===== src/rtl/uart_tx_arbiter.sv =====
// uart_tx_arbiter: round-robin arbiter that feeds bytes from NUM_REQ level
// requesters into a single uart_tx, one byte per frame.
//
// Ports:
//   clk       system clock, rising edge
//   rst       asynchronous active-high reset
//   req       per-requester byte-valid level
//   req_data  requester i byte on [8i+7:8i]
//   ack       one-hot, one-cycle pulse: requester's byte taken
//   tx_data   registered byte to uart_tx, held until the next grant
//   tx_send   one-cycle send strobe to uart_tx
//   tx_ready  uart_tx ready, low while a frame is in progress
//   busy      high whenever the FSM is not in IDLE
//   gnt_id    index of the last granted requester
//
// Build option: define UART_ARB_LOCK_EN to keep granting the last winner
// while its req stays high (message atomicity). Default is pure round-robin.
module uart_tx_arbiter #(
  parameter int unsigned NUM_REQ = 4
) (
  input  logic                   clk,
  input  logic                   rst,
  input  logic [NUM_REQ-1:0]     req,
  input  logic [8*NUM_REQ-1:0]   req_data,
  output logic [NUM_REQ-1:0]     ack,
  output logic [7:0]             tx_data,
  output logic                   tx_send,
  input  logic                   tx_ready,
  output logic                   busy,
  output logic [2:0]             gnt_id
);

  localparam int unsigned IDX_W = 3;

  typedef enum logic [1:0] {IDLE, WAIT_BUSY, WAIT_DONE} state_t;

  state_t           state;
  logic [IDX_W-1:0] ptr;
  logic [IDX_W-1:0] rr_win;
  logic             rr_found;
  logic [IDX_W-1:0] win;
  logic [7:0]       win_byte;
  int unsigned      idx;

  // Round-robin search: first asserted req at or above ptr, wrapping to 0.
  always_comb begin
    rr_found = 1'b0;
    rr_win   = '0;
    idx      = 0;
    for (int unsigned k = 0; k < NUM_REQ; k++) begin
      idx = 32'(ptr) + k;
      if (idx >= NUM_REQ) idx = idx - NUM_REQ;
      for (int unsigned j = 0; j < NUM_REQ; j++) begin
        if (!rr_found && (j == idx) && req[j]) begin
          rr_found = 1'b1;
          rr_win   = IDX_W'(j);
        end
      end
    end
  end

`ifdef UART_ARB_LOCK_EN
  logic locked;
  logic lock_req;

  // Is the last winner still requesting?
  always_comb begin
    lock_req = 1'b0;
    for (int unsigned j = 0; j < NUM_REQ; j++) begin
      if (IDX_W'(j) == gnt_id) lock_req = req[j];
    end
  end

  assign win = (locked && lock_req) ? gnt_id : rr_win;

  // Lock is taken on every grant and dropped once the holder's req is low in IDLE.
  always_ff @(posedge clk or posedge rst) begin
    if (rst) begin
      locked <= 1'b0;
    end else if (state == IDLE) begin
      if (tx_ready && rr_found) locked <= 1'b1;
      else if (!lock_req)       locked <= 1'b0;
    end
  end
`else
  assign win = rr_win;
`endif

  // Byte of the selected requester.
  always_comb begin
    win_byte = 8'h00;
    for (int unsigned j = 0; j < NUM_REQ; j++) begin
      if (IDX_W'(j) == win) win_byte = req_data[8*j +: 8];
    end
  end

  // Grant FSM with registered outputs; ack/tx_send default low each cycle.
  always_ff @(posedge clk or posedge rst) begin
    if (rst) begin
      state   <= IDLE;
      ptr     <= '0;
      ack     <= '0;
      tx_send <= 1'b0;
      tx_data <= 8'h00;
      gnt_id  <= '0;
      busy    <= 1'b0;
    end else begin
      ack     <= '0;
      tx_send <= 1'b0;
      case (state)
        IDLE: begin
          if (tx_ready && rr_found) begin
            tx_data <= win_byte;
            tx_send <= 1'b1;
            ack     <= NUM_REQ'(1) << win;
            gnt_id  <= win;
            ptr     <= (win == IDX_W'(NUM_REQ - 1)) ? '0 : win + IDX_W'(1);
            busy    <= 1'b1;
            state   <= WAIT_BUSY;
          end
        end
        // uart_tx may take a cycle to drop ready after the strobe.
        WAIT_BUSY: begin
          if (!tx_ready) state <= WAIT_DONE;
        end
        // Return to IDLE only; the next grant is decided from IDLE.
        WAIT_DONE: begin
          if (tx_ready) begin
            busy  <= 1'b0;
            state <= IDLE;
          end
        end
        default: begin
          busy  <= 1'b0;
          state <= IDLE;
        end
      endcase
    end
  end

endmodule


===== config.mk =====
export PLATFORM = sky130hd
export DESIGN_NAME = uart_tx_arbiter
export DESIGN_NICKNAME = d
export VERILOG_FILES = /design/src/rtl/uart_tx_arbiter.sv
export SDC_FILE = /design/constraint.sdc
export NUM_CORES = 1
export LEC_CHECK = 0
export CORE_UTILIZATION = 23
export CTS_CLUSTER_DIAMETER = 200
export DETAILED_ROUTE_END_ITERATION = 10
export GPL_TIMING_DRIVEN = 0
export HOLD_SLACK_MARGIN = 0.06
export MAX_ROUTING_LAYER = met4
export PLACE_DENSITY = 0.52
export SLEW_MARGIN = 10
export SYNTH_ARGS = -nofsm -noshare
export SYNTH_HDL_FRONTEND = slang
export SYNTH_SLANG_ARGS = --single-unit

===== constraint.sdc =====
create_clock -name clk -period 2.65 [get_ports clk]
set_clock_uncertainty 0.15 [all_clocks]
set_input_delay 0.795 -clock clk [delete_from_list [all_inputs] [get_ports clk]]
set_output_delay 0.795 -clock clk [all_outputs]
set_load 0.01 [all_outputs]

; ---- After elaboration in Yosys (flattened, before gate mapping)
; Cells that the tools add are included.
[op_classes]
order_cmp = 4
n_addsub = 8
bitwise_logic = 1
n_eq_ne = 21
reduce_logical = 56
n_mux = 51
n_shift = 1
[op_table]
columns = op, count
row1 = == test 2 x 32 -> 1 bit (first input constant), 8
row2 = == test 1 x 32 -> 1 bit (first input constant), 4
row3 = zero test 32 bit, 4
row4 = two-way mux 32 bit, 4
row5 = two-way mux 3 bit, 15
row6 = logical AND 1 bit, 32
row7 = two-way mux 8 bit, 4
row8 = two-way mux 1 bit, 21
row9 = zero test 1 bit, 15
row10 = subtractor 4 x 3 -> 5 bit (second input constant), 3
row11 = >= comparator 4 x 3 -> 1 bit (second input constant), 3
row12 = adder 3 x 2 -> 4 bit (second input constant), 2
row13 = two-way mux 4 bit, 2
row14 = == test 2 x 3 -> 1 bit (first input constant), 2
row15 = two-way mux 2 bit, 3
row16 = != test 2 bit (second input constant), 3
row17 = case mux 2 bit (3 select lines), 1
row18 = AND reduction 3 bit, 2
row19 = adder 3 x 1 -> 4 bit (second input constant), 1
row20 = << shifter 1 x 3 -> 4 bit (first input constant), 1
row21 = subtractor 3 x 3 -> 4 bit (second input constant), 1
row22 = adder 3 x 1 -> 3 bit (second input constant), 1
row23 = == test 1 x 3 -> 1 bit (first input constant), 1
row24 = == test 3 x 2 -> 1 bit (second input constant), 1
row25 = 8 further kinds, 8
[word_totals]
output_inout_bits = 17
wordCells = 149
in_bits = 39
ff_bits = 22

; ---- Logic depth before layout (Yosys ltp)
; Gate-level depths: netlist of run 1.
[logic_depth]
ltp_word = 70
ltp_mapped = 9
ltp_nobuf = 7

; ---- Least setup slack after synthesis of run 1
; OpenSTA, ideal clock, no wires.
[synth_timing]
path_type = in2reg
from = input port req[0]
to = register tx_data[2]
setup_ns = 0.082
arrival_ns = 2.362
stages = 9
setup_slack_ns = 0.056
n_path_buf = 2
cell_sequence = or2b_1 > nand4bb_1 > and2_1 > ha_1 > buf_2 > clkbuf_1 > a21oi_1 > a221o_1 > a31oi_1
[synth_between]
elab_chain_len = 67
word_cells_on_any_way = 87
cone_classes = 3 x eq/ne / 35 x mux / 49 x reduce/logical
[synth_lines]
columns = item, line_no
row1 = from (decl), 23  ; input logic [NUM_REQ-1:0] req,
row2 = logical AND 1 bit, 54  ; if (!rr_found && (j == idx) && req[j]) begin
row3 = two-way mux 1 bit, 54
row4 = zero test 1 bit, 54
row5 = logical AND 1 bit (2 in series), 54
row6 = two-way mux 1 bit, 54
row7 = zero test 1 bit, 54
row8 = logical AND 1 bit (2 in series), 54
row9 = two-way mux 1 bit, 54
row10 = (+44 left out), -
row11 = zero test 1 bit, 54
row12 = logical AND 1 bit (2 in series), 54
row13 = two-way mux 1 bit, 54
row14 = zero test 1 bit, 54
row15 = logical AND 1 bit (2 in series), 54
row16 = two-way mux 3 bit, 54
row17 = zero test 3 bit, 93  ; if (IDX_W'(j) == win) win_byte = req_data[8*j +: 8];
row18 = two-way mux 8 bit (4 in series), 93
row19 = to (signal assigned), 113  ; tx_data <= win_byte;
row20 = to (decl), 26  ; output logic [7:0] tx_data,
; Several ways; a longest one is shown, not always the timed one.
; A chain may end at the register's enable or synchronous reset.

; ---- Final worst setup path of run 1
[layout_timing]
from = input port req[2]
to = register tx_data[6]
[layout_between]
elab_chain_len = 59
word_cells_on_any_way = 78
cone_classes = 3 x eq/ne / 32 x mux / 43 x reduce/logical
[layout_lines]
columns = item, line_no
row1 = logical AND 1 bit, 54
row2 = two-way mux 1 bit, 54
row3 = zero test 1 bit, 54
row4 = logical AND 1 bit (2 in series), 54
row5 = two-way mux 1 bit, 54
row6 = zero test 1 bit, 54
row7 = logical AND 1 bit (2 in series), 54
row8 = two-way mux 1 bit, 54
row9 = (+39 left out), -
row10 = two-way mux 1 bit, 54
row11 = zero test 1 bit, 54
row12 = logical AND 1 bit (2 in series), 54
row13 = two-way mux 3 bit *, 54
row14 = named net rr_win[1], 39  ; logic [IDX_W-1:0] rr_win;
row15 = zero test 3 bit, 93
row16 = two-way mux 8 bit (3 in series), 93
row17 = two-way mux 8 bit *, 93
; The timed path passes the listed nets; every way through them passes the cells marked *.

==> impl_metrics.yaml, run 1 <==
cts:
  clock_path_buffers: 2
  clk_latency_ns: 0.26
  htreeDepth: 1
  cts_hold_buf: 0
  clkSlewWorstSetupHoldPaths_ns: 0.08
  cts_buffers: 3
  numClockSinks: 20
  cts_root_buf: "clkbuf_8"
  tritoncts: "done"
critical_path:
  crit_arrival_ns: 2.52
  cp_slowest_stage_delay_ns: 0.34
  crit_buf_inv: 3
  crit_fanout: 10
  cp_top_family: "compound AO/OA/AOI/OAI gates"
  worst_setup_path_end_kind: "flip-flop"
  cp.required_ns: 2.69
  cp_cell_sequence: "buf_2 -> nor2b_2 -> a311oi_4 -> nor2_2 -> ha_1 -> buf_4 -> clkbuf_8 -> a221o_1 -> a31oi_1"
  slowest_stage: "a221o_1"
  critPathKind: "input port to flip-flop"
  cp-start-kind: "input port"
place:
  place_ws_ns: -0.824
  io_buffers: 54
  hpwl_um: 2620
  placed_area_um2: 1870
  place_congestion: 0.778
cells_and_area:
  n_antenna_cell: 0
  drive_above_1_share: 0.180
  finalInstanceArea_um2: 2020
  final_common_cell: "clkdlybuf4s50_1"
  nets: 238
  synthToLayoutAreaGrowth_pct: 62.8
  fillers: 555
  most-common-layout-cells: "clkdlybuf4s50_1, dfrtp_1, a21oi_1, inv_1, nand2_1"
die:
  die_area_um2: 5690
  die-width_um: 75.4
  design.core.area_um2: 5140
  fp-row-count: 26
  start_util: 0.241
  ios: 56
  die_h_um: 75.4
run_status:
  status: "completed"
pwr:
  cellPowerDensity_nw_per_um2: 853
  p_leak_nw: 0.830
  peakVddDrop_uv: 366
  fin_total_pwr_mw: 1.72
worst_hold_path:
  hp-class: "flip-flop to flip-flop"
yosys:
  async_reset_ff_frac: 1.00
  synthCells: 135
  ys_seq_area_frac: 0.404
  synth_edf_count: 0
  syn_nets: 178
  synthFlopType: "dfrtp_1"
  synth.distinct_cells: 40
  netlist_area_um2: 1240
  yosysWarnings: 0
  avgSynthCellArea_um2: 9.18
  synth-seq-cells: 20
grt:
  grt_usage: 0.131
  grt_overflow_total: 0
  grt_max_degree: 21
  grt_pass1_wl_um: 5420
  first_global_vias: 1168
  antenna_found_initial: 0
detailed_routing:
  via_per_inst: 4.58
  vias: 1208
  drt_pass1_iterations: 4
  drt-initial-drc-count: 28
  wl_um: 3590
  ant_nets: 0
  wl_per_cell_um: 13.6
  drc_errors: 0
sta:
  slew_violations: 0
  max_freq_ghz: 0.404
  period_minus_slack_ns: 2.47
  tightest_slew_ns: 0.766
  hold_violations: 0
  setup_ws_ns: 0.176
  hold_slack_ns: 0.373
  setup_viol: 0
  max-slew-margin-rel: 0.489
  layout_worst_path_cycle_share: 0.934
  rsz0062_at_grt: "no"
flow_run:
  maxCapViolations: 0
## final timing paths
check                           cells after the start          to  slack [ns]   start
worst max-delay path                                9  tx_data[6]        0.18  req[2]
worst min-delay path                                1        busy        0.37    busy
worst max register to register                      8  tx_data[6]        0.35  ptr[1]
worst min register to register                      1        busy        0.37    busy
max in group asynchronous                           2  tx_data[4]        1.05     rst
min in group asynchronous                           2        busy        0.82     rst
## per-stage QoR
step | util | TNS (ns) | cells
final | 0.393 | 0 | 264
after global routing | 0.393 | 0 | 264
after CTS | 0.382 | 0 | 262
after detailed placement | 0.363 | -9.08 | 259
after global placement | 0.363 | -9.55 | 259
after floorplan | - | 0 | 135
## area by class of cell
type / instances / area [µm²] / area share
multi-input combinational: 93 / 708 / 0.351
timing repair buffer: 57 / 543 / 0.269
sequential: 20 / 500 / 0.248
tap: 70 / 87.6 / 0.0434
buffer: 8 / 78.8 / 0.0391
clock buffer: 4 / 55.1 / 0.0273
inverter: 12 / 45.0 / 0.0223
## registers in the layout, indices dropped and copies added, names as in the netlist
| register | cells |
|---|---|
| ack | 4 |
| busy | 1 |
| gnt_id | 2 |
| ptr | 2 |
| state | 2 |
| tx_data | 8 |
| tx_send | 1 |
## cell families after synthesis
logic type	Yosys count	synth area share
compound gates	46	0.248
simple gates	41	0.211
buf+inv	22	0.0868
flops	20	0.404
fa+ha+maj	4	0.0404
xor+xnor	1	0.00706
other cells	1	0.00302
## metal layers
| metal | up-vias | part of all wire | track usage |
|---|---|---|---|
| li1 | 603 | - | - |
| met1 | 561 | 0.49 | 0.180 |
| met2 | 39 | 0.45 | 0.196 |
| met3 | 5 | 0.043 | 0.0172 |
| met4 | 0 | 0.016 | 0.0494 |
| met5 | - | 0 | - |
## power by group
group	switching [mW]	total (mW)	internal, mW
registers	0.0873	0.502	0.414
clock network	0.103	0.235	0.132
logic	0.434	0.984	0.549
## cell usage after synthesis, types with 3 or more instances
master	n	area share
and3_1	4	0.020
o21ai_0	4	0.016
nand2_1	10	0.030
nor2_1	3	0.0091
dfrtp_1	20	0.40
a21oi_1	18	0.073
nand3b_1	8	0.048
inv_1	11	0.033
a221o_1	8	0.065
a31oi_1	9	0.045
ha_1	4	0.040
clkbuf_1	4	0.012
## repair_timing
item                       in CTS  in global routing
setup buffers                   1                  2
pin swaps                       3                  6
resized for setup              20                 16
setup endpoints to repair      13                  9
gates cloned                    0                  0
(Power assumes the default switching activity.)
==> run 2: changes to the inputs <==
--- a/config.mk
+++ b/config.mk
@@ -6,6 +6,7 @@
 export NUM_CORES = 1
 export LEC_CHECK = 0
 export CORE_UTILIZATION = 23
+export CTS_BUF_LIST = sky130_fd_sc_hd__clkbuf_16
 export CTS_CLUSTER_DIAMETER = 200
 export DETAILED_ROUTE_END_ITERATION = 10
 export GPL_TIMING_DRIVEN = 0
==> run 2 against run 1 <==
Compared with the run above: critical path type unchanged; register-to-register slack about the same; critical path depth is the same; largest cell class unchanged; sequential share of layout area down 0.29 points.
==> impl_metrics.yaml, run 2 (synthesis gave the netlist of run 1 again) <==
die:
  fp-row-count: 26
  ios: 56
  die_area_um2: 5690
  design.core.area_um2: 5140
  die_h_um: 75.4
  start_util: 0.241
  die-width_um: 75.4
detailed_routing:
  wl_per_cell_um: 13.5
  vias: 1204
  drt-initial-drc-count: 28
  drc_errors: 0
  ant_nets: 0
  wl_um: 3570
  drt_pass1_iterations: 4
  via_per_inst: 4.56
run_status:
  status: "completed"
grt:
  antenna_found_initial: 0
  grt_usage: 0.132
  grt_overflow_total: 0
  grt_max_degree: 21
  grt_pass1_wl_um: 5420
  first_global_vias: 1170
sta:
  max_freq_ghz: 0.402
  max-slew-margin-rel: 0.493
  tightest_slew_ns: 0.760
  hold_violations: 0
  hold_slack_ns: 0.368
  slew_violations: 0
  setup_ws_ns: 0.163
  period_minus_slack_ns: 2.49
  setup_viol: 0
  rsz0062_at_grt: "no"
  layout_worst_path_cycle_share: 0.939
worst_hold_path:
  min_path_cells: 1
  min_from: "busy"
  min_to: "busy"
  hp-class: "flip-flop to flip-flop"
critical_path:
  worst_setup_path_end_kind: "flip-flop"
  crit_fanout: 10
  reg2reg_slack_ns: 0.36
  cp-start-kind: "input port"
  cp.required_ns: 2.68
  reg2reg_to: "tx_data[6]"
  crit_arrival_ns: 2.52
  r2r_cells: 8
  r2r-start: "ptr[1]"
  critPathKind: "input port to flip-flop"
flow_run:
  maxCapViolations: 0
cells_and_area:
  top_register: "tx_data"
  drive_above_1_share: 0.175
  final_common_cell: "clkdlybuf4s50_1"
  nets: 238
  n_antenna_cell: 0
  multi_input_area_um2: 708
  top_regs: "tx_data (8), ack (4)"
  fillers: 560
  largest_register_ffs: 8
  most-common-layout-cells: "clkdlybuf4s50_1, dfrtp_1, a21oi_1, inv_1, nand2_1"
  seqCellArea_um2: 500
  synthToLayoutAreaGrowth_pct: 64.7
place:
  hpwl_um: 2620
  place_ws_ns: -0.824
  io_buffers: 54
  place_congestion: 0.778
cts:
  cts_hold_buf: 0
  htreeDepth: 1
  clkSlewWorstSetupHoldPaths_ns: 0.06
  numClockSinks: 20
  clock_path_buffers: 2
  cts_buffers: 3
  tritoncts: "done"
  clk_latency_ns: 0.25
  cts_root_buf: "clkbuf_16"
pwr:
  peakVddDrop_uv: 365
  cellPowerDensity_nw_per_um2: 881
  p_leak_nw: 0.839
-- run 2: cell count changes in the layout (fill, tap and decap cells not counted), sizes merged --
cell    previous run  this run
clkinv             0         1
clkbuf            10         9
-- run 2: how the worst max path moves through the flow --
stage	from	end	slack [ns]	cells past startpoint
detailed placement	req[0]	tx_data[2]	-0.82	10
global route	req[3]	tx_data[6]	0.04	9
finish	req[2]	tx_data[6]	0.16	9
CTS	req[0]	tx_data[6]	0.002	9
floorplan	req[0]	tx_data[2]	0.06	9
global placement	req[2]	tx_data[6]	-0.86	9
-- run 2: layer usage --
metal / track usage / vias to the layer above / part of all wire
met5: - / - / 0
met4: 0.0494 / 0 / 0.014
met3: 0.0212 / 4 / 0.044
met2: 0.198 / 38 / 0.45
met1: 0.177 / 555 / 0.49
li1: - / 607 / -
-- run 2: worst max-delay path, stage by stage --
cell and delay, ns:
buf_2 0.14, nor2b_2 0.18, a311oi_4 0.30, nor2_2 0.07, ha_1 0.20, buf_4 0.16
clkbuf_8 0.16, a221o_1 0.34, a31oi_1 0.16
-- run 2: per-stage QoR --
stage,TNS (ns),instances,util,area [µm²],power [mW]
2_1_floorplan,0,135,-,1240,0.976
3_3_place_gp,-9.55,259,0.363,1870,1.35
3_5_place_dp,-9.08,259,0.363,1870,1.36
4_1_cts,0,262,0.386,1990,1.73
5_1_grt,0,264,0.397,2040,1.94
6_report,0,264,0.397,2040,1.80
-- run 2: cell type report --
| cell class | instances | area share |
|---|---|---|
| Multi-Input combinational cell | 93 | 0.347 |
| Timing Repair Buffer | 57 | 0.266 |
| Sequential cell | 20 | 0.245 |
| Tap cell | 70 | 0.0429 |
| Buffer | 8 | 0.0386 |
| Clock buffer | 3 | 0.0368 |
| Inverter | 12 | 0.0221 |
| Clock inverter | 1 | 0.00184 |
-- run 2: power by group --
group          internal (mW)  total (mW)  switching [mW]
Sequential             0.415       0.502          0.0865
Combinational          0.549       0.984           0.434
Clock                  0.201       0.313           0.112
Total                   1.17        1.80           0.633
-- run 2: repair_timing --
item / CTS / global route
endpoints found under the setup margin: 13 / 9
setup buffers: 1 / 2
pin swaps: 3 / 6
resized for setup: 20 / 16
==> run 3: changes to the inputs <==
--- a/config.mk
+++ b/config.mk
@@ -5,6 +5,7 @@
 export SDC_FILE = /design/constraint.sdc
 export NUM_CORES = 1
 export LEC_CHECK = 0
+export CAP_MARGIN = 20
 export CORE_UTILIZATION = 23
 export CTS_BUF_LIST = sky130_fd_sc_hd__clkbuf_16
 export CTS_CLUSTER_DIAMETER = 200
@@ -13,7 +14,7 @@
 export HOLD_SLACK_MARGIN = 0.06
 export MAX_ROUTING_LAYER = met4
 export PLACE_DENSITY = 0.52
-export SLEW_MARGIN = 10
+export SLEW_MARGIN = 20
 export SYNTH_ARGS = -nofsm -noshare
 export SYNTH_HDL_FRONTEND = slang
 export SYNTH_SLANG_ARGS = --single-unit
==> results of run 3 <==
Same layout as run 2: the final DEF is identical, and so are final timing and power.
==> RTL edit, RTL diff (config.mk and constraints of run 3) <==
Re-encode `state_t` (3 states) as one-hot, 3 bits wide.
--- a/src/rtl/uart_tx_arbiter.sv
+++ b/src/rtl/uart_tx_arbiter.sv
@@ -32,7 +32,7 @@
 
   localparam int unsigned IDX_W = 3;
 
-  typedef enum logic [1:0] {IDLE, WAIT_BUSY, WAIT_DONE} state_t;
+  typedef enum logic [2:0] {IDLE = 3'b001, WAIT_BUSY = 3'b010, WAIT_DONE = 3'b100} state_t;
 
   state_t           state;
   logic [IDX_W-1:0] ptr;
Function: same outputs for any inputs over 10 cycles, from zero or initial values and one cycle with rst high; not proved beyond that.
==> RTL edit against run 3 <==
- maximum frequency up 0.19%
- routed wire length shrank 1.3%
- first-iteration DRC count increased by 68%
- area after synthesis up 5.5%
- final cell count rose by 3.8%
- combinational power increased by 9%
- synthesized cell count rose by 8.9%
- sequential power grew 11%
- cell area is 1.2% higher
- critical endpoint is now tx_data[0]
- setup slack better by 4.6 ps
- count of clock-buffer cells in the layout unchanged
- total power rose by 7.9%
- sequential cell count grew 1
==> RTL edit: results (changes against run 3) <==
status complete, no violations; FF-to-FF End tx_data[0]; placed cells 273 (+5.4%); total routed wirelength 3525 um (-1.3%); HPWL Detailed 2552 um (-2.7%); initial DRC count 47 (+68%); share of cells above drive strength 1 0.2129 (+0.03761); area of placed instances 0.001948 sq mm (+4.3%); IR drop worst, VDD 0.0002977 V (-18%); Seq/Total Area, Yosys 0.4025 (-0.001147); synthesis-stage register bit count 21 (+5.0%); wire per inst 12.86 um (-4.9%); Placer Congestion 0.8169 (+5.0%); met3 wire len 93 um (-41%); synth top area cells dfrtp_1 (38%), a21oi_1 (6.9%), a21oi_2 (5.4%); metal2 WL 1659 um (+2.8%); antenna cells 0 (unchanged); biggest regs tx_data x8, ack x4, state x3; final layout net count 246 (+3.4%); Slew HR 0.4373 (-0.05544); fmax 0.4028 GHz (+0.19%); post-synth cell types 41 (+2.5%); Int Power 1.219 mW (+4.5%); GRT met1 Usage 0.1599 (-0.01752); Hold EP gnt_id[0]; vias in the first global route 1,126 (-3.8%); met3 Track Usage GR 0.01647 (-0.004693); leakage power 0.8490 nW (+1.1%); Vias per Instance 4.332 (-5.0%); M1 WL 1719 um (-1.7%); ys flop type dfrtp_1; critical path's top delay family compound AO/OA/AOI/OAI gates; maximum number of pins on one net before global-route repair 22 (+4.8%); Max stage delay on crit path 230 ps (-110 ps); final hold slack 330.5 ps (-37.22 ps); GR Layer Usage met2 0.1903 (-0.008147); Clock Path Buffers 2 (unchanged); hold_sp gnt_id[0]; WP data arrival 2470 ps (-50 ps); CP Launch Point req[3]; Net Count, Synth 190 (+6.7%); Worst Reg-to-Reg Cells 10 (+2); Critical-path top delay cell a211oi_2; max layer used met4; dpl ws -1070 ps (-246.7 ps); first-pass GRT wire length 5575 um (+2.8%); GRT Total Usage 0.1233 (-0.008257); Synth top cells by count dfrtp_1 (20), a21oi_1 (18), inv_1 (13)
==> RTL edit: changes by cell type in the layout (fill, tap and decap cells not counted), sizes merged, moves of 4 or more <==
cell,change
a22oi,+8
nor2,+10
buf,-4
a221o,-8
and3,-4
nand3b,-7
a31oi,-9
o21ai,+7
a21oi,+8
==> RTL edit: final cells by class <==
class / instances / area (sq um) / share of cell area
clock inverter: 1 / 3.754 / 0.001817
multi-input combinational: 100 / 709.4 / 0.3434
clock buffer: 3 / 75.07 / 0.03634
timing repair buffer: 55 / 528.0 / 0.2556
inverter: 14 / 57.56 / 0.02786
tap: 72 / 90.09 / 0.04361
sequential: 21 / 526.8 / 0.2550
buffer: 8 / 75.07 / 0.03634
==> RTL edit: timing repair <==
item | in CTS | in global routing
setup endpoints to repair | 13 | 8
setup buffers | 1 | 0
pin swaps | 2 | 1
resized for setup | 17 | 13
==> RTL edit: logic make-up (layout without fill, tap and decap cells) <==
| group | after synthesis | after routing | share of synthesized area |
|---|---|---|---|
| xor gates and xnor gates | 1 | 1 | 0.006693 |
| AOI/OAI and AO/OA | 50 | 50 | 0.2438 |
| buffers and inverters | 26 | 81 | 0.1042 |
| DFF | 21 | 21 | 0.4025 |
| adders and majority gates | 4 | 4 | 0.03824 |
| muxes | 3 | 3 | 0.02486 |
| and+or+nand+nor | 41 | 41 | 0.1769 |
| other | 1 | 1 | 0.002865 |
==> RTL edit: power groups by stage <==
| stage | combinational [mW] | sequential [mW] | clock (mW) |
|---|---|---|---|
| after floorplan | 0.576 | 0.591 | 0 |
| final | 1.07 | 0.558 | 0.315 |
| after global placement | 1.00 | 0.557 | 0 |
| after CTS | 1.06 | 0.557 | 0.324 |
| after global routing | 1.18 | 0.572 | 0.335 |
| after detailed placement | 1.01 | 0.558 | 0 |
